`src/rtl/motion_diff_threshold.sv`:
```
// Streaming background-subtraction stage: |cur - base| against a per-frame threshold -> 0xFF/0x00 mask.
// Define MOTION_DIFF_COUNT_EN to enable the per-frame motion pixel counter on motion_count.
module motion_diff_threshold #(
    parameter int unsigned WIDTH    = 768,
    parameter int unsigned HEIGHT   = 576,
    parameter int unsigned CNT_BITS = 20
) (
    input  logic                clock,
    input  logic                reset,
    input  logic [7:0]          threshold,
    output logic                in_rd_en,
    input  logic                in_empty,
    input  logic [7:0]          in_dout,
    output logic                base_rd_en,
    input  logic                base_empty,
    input  logic [7:0]          base_dout,
    output logic                out_wr_en,
    input  logic                out_full,
    output logic [7:0]          out_din,
    output logic                frame_done,
    output logic [CNT_BITS-1:0] motion_count
);

    localparam int unsigned         NPIX     = WIDTH * HEIGHT;
    localparam logic [CNT_BITS-1:0] LAST_IDX = CNT_BITS'(NPIX - 1);

    logic                valid_q, valid_d;
    logic [7:0]          mask_q, mask_d;
    logic                last_q, last_d;
    logic [CNT_BITS-1:0] idx_q, idx_d;
    logic [7:0]          thr_q, thr_d;

    logic                pix_accept;
    logic                pix_push;
    logic [7:0]          thr_eff;
    logic [7:0]          diff;

    // Handshake, absolute difference and output-register next state.
    // Reset gates both handshakes so nothing is popped or pushed while the stage is cleared.
    always_comb begin
        pix_push   = valid_q & ~out_full & ~reset;
        pix_accept = ~in_empty & ~base_empty & (~valid_q | ~out_full) & ~reset;
        thr_eff    = (idx_q == '0) ? threshold : thr_q;
        diff       = (in_dout >= base_dout) ? (in_dout - base_dout) : (base_dout - in_dout);

        valid_d = valid_q;
        mask_d  = mask_q;
        last_d  = last_q;
        idx_d   = idx_q;
        thr_d   = thr_q;

        if (pix_push) begin
            valid_d = 1'b0;
        end
        if (pix_accept) begin
            valid_d = 1'b1;
            mask_d  = (diff > thr_eff) ? 8'hFF : 8'h00;
            last_d  = (idx_q == LAST_IDX);
            idx_d   = (idx_q == LAST_IDX) ? '0 : idx_q + CNT_BITS'(1);
            if (idx_q == '0) begin
                thr_d = threshold;
            end
        end
    end

    always_ff @(posedge clock) begin
        if (reset) begin
            valid_q <= 1'b0;
            mask_q  <= 8'h00;
            last_q  <= 1'b0;
            idx_q   <= '0;
            thr_q   <= 8'h00;
        end else begin
            valid_q <= valid_d;
            mask_q  <= mask_d;
            last_q  <= last_d;
            idx_q   <= idx_d;
            thr_q   <= thr_d;
        end
    end

    assign in_rd_en   = pix_accept;
    assign base_rd_en = pix_accept;
    assign out_wr_en  = pix_push;
    assign out_din    = mask_q;
    assign frame_done = pix_push & last_q;

`ifdef MOTION_DIFF_COUNT_EN
    logic [CNT_BITS-1:0] run_q, run_d;
    logic [CNT_BITS-1:0] cnt_q, cnt_d;
    logic [CNT_BITS-1:0] run_inc;

    // Running count includes the frame's last pixel before it is published.
    always_comb begin
        run_inc = run_q + CNT_BITS'(mask_q == 8'hFF);
        run_d   = run_q;
        cnt_d   = cnt_q;
        if (pix_push) begin
            if (last_q) begin
                cnt_d = run_inc;
                run_d = '0;
            end else begin
                run_d = run_inc;
            end
        end
    end

    always_ff @(posedge clock) begin
        if (reset) begin
            run_q <= '0;
            cnt_q <= '0;
        end else begin
            run_q <= run_d;
            cnt_q <= cnt_d;
        end
    end

    assign motion_count = cnt_q;
`else
    assign motion_count = '0;
`endif

endmodule
```
`config.mk`:
```
export PLATFORM = sky130hd
export DESIGN_NAME = motion_diff_threshold
export DESIGN_NICKNAME = d
export VERILOG_FILES = /design/src/rtl/motion_diff_threshold.sv
export SDC_FILE = /design/constraint.sdc
export NUM_CORES = 1
export LEC_CHECK = 0
export ABC_AREA = 0
export BUFFER_PORTS_ARGS = -buffer_cell sky130_fd_sc_hd__clkbuf_2
export CAP_MARGIN = 20
export CORE_MARGIN = 4
export CORE_UTILIZATION = 49
export DETAILED_ROUTE_END_ITERATION = 10
export PLACE_DENSITY_LB_ADDON = 0.2
export SLEW_MARGIN = 30
export SYNTH_ARGS = -nofsm -noshare
export SYNTH_HDL_FRONTEND = slang
export SYNTH_SLANG_ARGS = --single-unit
export TNS_END_PERCENT = 5
```
`constraint.sdc`:
```
create_clock -name clock -period 8.37 [get_ports clock]
set_input_delay 1.2555 -clock clock [delete_from_list [all_inputs] [get_ports clock]]
set_output_delay 1.2555 -clock clock [all_outputs]
set_load 0.005 [all_outputs]
```
==> impl_metrics.json <==
{
  "ys_seq_area_frac": 0.2482,
  "worst_slack_ns": 4.329,
  "vias_per_cell": 4.992,
  "timing.hold.worst_path_depth": 2,
  "crit_type": "in2reg",
  "clock_tree.htree_level_count": 2,
  "final_net_count": 382,
  "seq_power_share": 0.402,
  "timing.critical_path.mode_cell": "a21o_1",
  "post_synth_num_cell_types": 42,
  "placer_congestion": 0.8163,
  "dr.pass1.iters": 4,
  "cts_hold_repair.buffers": 0,
  "syn-cell-area_mm2": 0.002500,
  "vias": 1967,
  "remaining_drc_errors": 0,
  "wire_length_of_the_first_global_routing_pass_um": 8038,
  "floorplan.core_area_mm2": 0.004817,
  "cts.sink_count": 31,
  "power.static_leakage_nw": 1.344,
  "postSynthAreaPerCell_um2": 8.446,
  "report.final.setup_viol": 0,
  "buffer_ports.inserted": 40,
  "hold_path_class": "reg2reg",
  "detail_route.iter0.violations": 47,
  "num_rows": 25,
  "max_freq_ghz": 0.2475,
  "cpPeakStageDelay_ns": 0.42,
  "status": "completed",
  "clock_power_share": 0.320,
  "min_delay_endpoint": "last_q",
  "crit_required_ns": 8.55,
  "clk_path_buf_depth": 2,
  "reg2reg_depth": 12,
  "setup_tns_ns": 0,
  "grt_pass1_vias": 1864,
  "clock-skew-final_ns": 0.005831,
  "cts_setup_buffers": 0,
  "boundaryPins": 61,
  "chipWidth_um": 79.43,
  "layout.filler_cells": 474,
  "power.share.switching": 0.3224,
  "initial_core_util": 0.5190,
  "p_int_uw": 259.6,
  "max-cap-violations": 0,
  "startpoint_type_of_the_worst_setup_path": "primary input",
  "grt_remaining_overflow": 0,
  "finalMaxSlewViolations": 0,
  "finalHoldViolations": 0,
  "synth-edff-count": 0,
  "rr_endpoint": "out_din[6]",
  "postRouteWirelength_um": 4794,
  "grt_setup_unrepaired": "no",
  "worst_setup_hold_path_clk_slew_ns": 0.07,
  "final.min_clock_period_ns": 4.041,
  "ys.flop_type": "dfxtp_1",
  "synthArstFlopShare": 0,
  "fp.dieH_um": 79.43,
  "sw_power_uw": 123.5,
  "floorplan.die_area_mm2": 0.006308,
  "powerDensity_mw_per_mm2": 141.7,
  "post_synth_inst_count": 296,
  "clk-insertion-delay-late_ns": 0.29,
  "layout_worst_path_cycle_share": 0.4828,
  "peakVddDrop_v": 0.00006756,
  "grt_max_degree": 21,
  "critical_path.cell_chain": "clkbuf_2 > inv_1 > ha_1 > inv_1 > fa_1 > a21o_1 > a21oi_1 > o311a_1 > mux2i_1 > xor2_1 > ha_1 > a21o_1 > a21o_1 > a21oi_1 > o21ai_0 > a31o_2",
  "max-slew-margin-rel": 0.5678,
  "post_cts_resized": 0,
  "timing.critical_path.arrival_ns": 4.23,
  "antenna_cells_inserted": 0,
  "grt_use_total": 0.1587,
  "antenna_found_initial": 0,
  "synth.ff_latch_count": 31,
  "hold_path_startpoint": "last_q",
  "rrSetupSlack_ns": 5.48,
  "cts_tree": "built",
  "origin_of_the_critical_flop_to_flop_path": "idx_q[0]",
  "ant_nets": 0,
  "dp_hpwl_um": 3851,
  "cts_made_buffers": 5,
  "cp_slowest_cell": "o311a_1",
  "cts.root.buffer_cell": "clkbuf_8",
  "routedWlPerCell_um": 12.17,
  "yosysWarnings": 0,
  "place_ws_ns": 4.040,
  "tightestPinTransition_ns": 0.6445,
  "crit_path_end_kind": "register",
  "combPwrFrac": 0.279,
  "drive_above_1_share": 0.1804,
  "placedCellCount": 386,
  "critical_path_peak_fanout": 7,
  "layout.cells.non_filler": 394,
  "layout_area_growth_over_synthesis_pct": 8.158
}
placed cells by master (no fill, tap or decap), types with 2 or more instances in the layout:
| cell | n |
|---|---|
| a211oi_1 | 3 |
| a21o_1 | 9 |
| a21oi_1 | 15 |
| a31oi_1 | 2 |
| and2_1 | 2 |
| and4_1 | 4 |
| clkbuf_2 | 40 |
| clkbuf_8 | 5 |
| clkinvlp_4 | 2 |
| conb_1 | 20 |
| dfxtp_1 | 31 |
| fa_1 | 2 |
| ha_1 | 25 |
| inv_1 | 21 |
| mux2_2 | 2 |
| mux2i_1 | 21 |
| nand2_1 | 20 |
| nand3_1 | 9 |
| nand3b_1 | 2 |
| nand4_1 | 6 |
| nor2_1 | 33 |
| nor2_2 | 2 |
| nor3_1 | 2 |
| nor3b_1 | 2 |
| nor4_1 | 4 |
| nor4_4 | 2 |
| o21ai_0 | 3 |
| or2_2 | 2 |
| xnor2_1 | 7 |
| xor2_1 | 17 |
registers in the layout, indices dropped and copies added, names as in the netlist:
signal / count
idx_q: 20
thr_q: 8
last_q: 1
out_din: 1
valid_q: 1
cells by family after synthesis:
| group | after synthesis | share of synthesized area |
|---|---|---|
| simple gates | 94 | 0.1997 |
| buf+inv | 57 | 0.1291 |
| compound gates | 39 | 0.1031 |
| flops | 31 | 0.2483 |
| fa+ha+maj | 27 | 0.1411 |
| xor+xnor | 24 | 0.08408 |
| mux | 23 | 0.09309 |
| other cells | 1 | 0.001500 |
critical path: cells and delay by family:
kind / cells / cell delay [ns]
compound gates: 8 / 1.53
mux: 1 / 0.27
fa+ha+maj: 3 / 0.79
xor+xnor: 1 / 0.18
buf+inv: 3 / 0.19
power by group through the flow:
stage	logic (mW)	clock network (mW)	registers, mW
finish	0.107	0.122	0.154
CTS	0.107	0.125	0.154
global placement	0.104	0	0.157
detailed placement	0.107	0	0.157
global route	0.122	0.133	0.154
floorplan	0.0907	0	0.157
worst max-delay path by stage:
stage / start / endpoint / slack, ns
after floorplan: in_dout[0] / out_din[6] / 4.41
after global placement: in_dout[0] / out_din[6] / 4.10
after CTS: in_dout[0] / out_din[6] / 4.33
after global routing: in_dout[0] / out_din[6] / 4.05
final: in_dout[0] / out_din[6] / 4.33
after detailed placement: in_dout[0] / out_din[6] / 4.04
stage by stage:
| stage | power (mW) | util | hold WS (ns) | cell area (µm²) |
|---|---|---|---|---|
| floorplan | 0.2474 | - | 0.4317 | 2571 |
| finish | 0.3831 | 0.5613 | 0.4489 | 2704 |
| global placement | 0.2615 | 0.5421 | 0.4389 | 2611 |
| detailed placement | 0.2639 | 0.5421 | 0.4436 | 2611 |
| global route | 0.4094 | 0.5613 | 0.4715 | 2704 |
| CTS | 0.3866 | 0.5613 | 0.4535 | 2704 |
cells in the mapped netlist (3+ instances only):
cell type,count,area (µm²)
xnor2_1,7,61.31
buf_4,28,210.2
ha_1,25,312.8
inv_1,21,78.83
nand3_1,9,45.04
nor2_1,33,123.9
o21ai_0,3,15.01
mux2i_1,21,210.2
buf_2,3,15.01
nor4_1,4,25.02
dfxtp_1,31,620.6
a21oi_1,15,75.07
nand4_1,6,37.54
clkbuf_1,4,15.01
a21o_1,9,67.56
xor2_1,17,148.9
a211oi_1,3,22.52
and4_1,4,35.03
nand2_1,20,75.07
per-layer routing:
layer  share of wire  global-route usage  vias up  routed length, µm
met3           0.052             0.03160        6                250
li1                -                   -     1027                  -
met4           0.016             0.06701        0                 78
met2            0.44              0.2604       52               2115
met5               0                   0        -                  0
met1            0.49              0.2014      882               2350
area by class of cell:
class,count,area (µm²),area share
multi-input cells,227,1628,0.6020
flip-flops and latches,31,620.6,0.2295
repair buffers,40,200.2,0.07404
well taps,67,83.83,0.03100
inverters,21,78.83,0.02915
clock buffers,5,68.82,0.02545
clock inverters,3,23.77,0.008792
(Power assumes the default switching activity.)
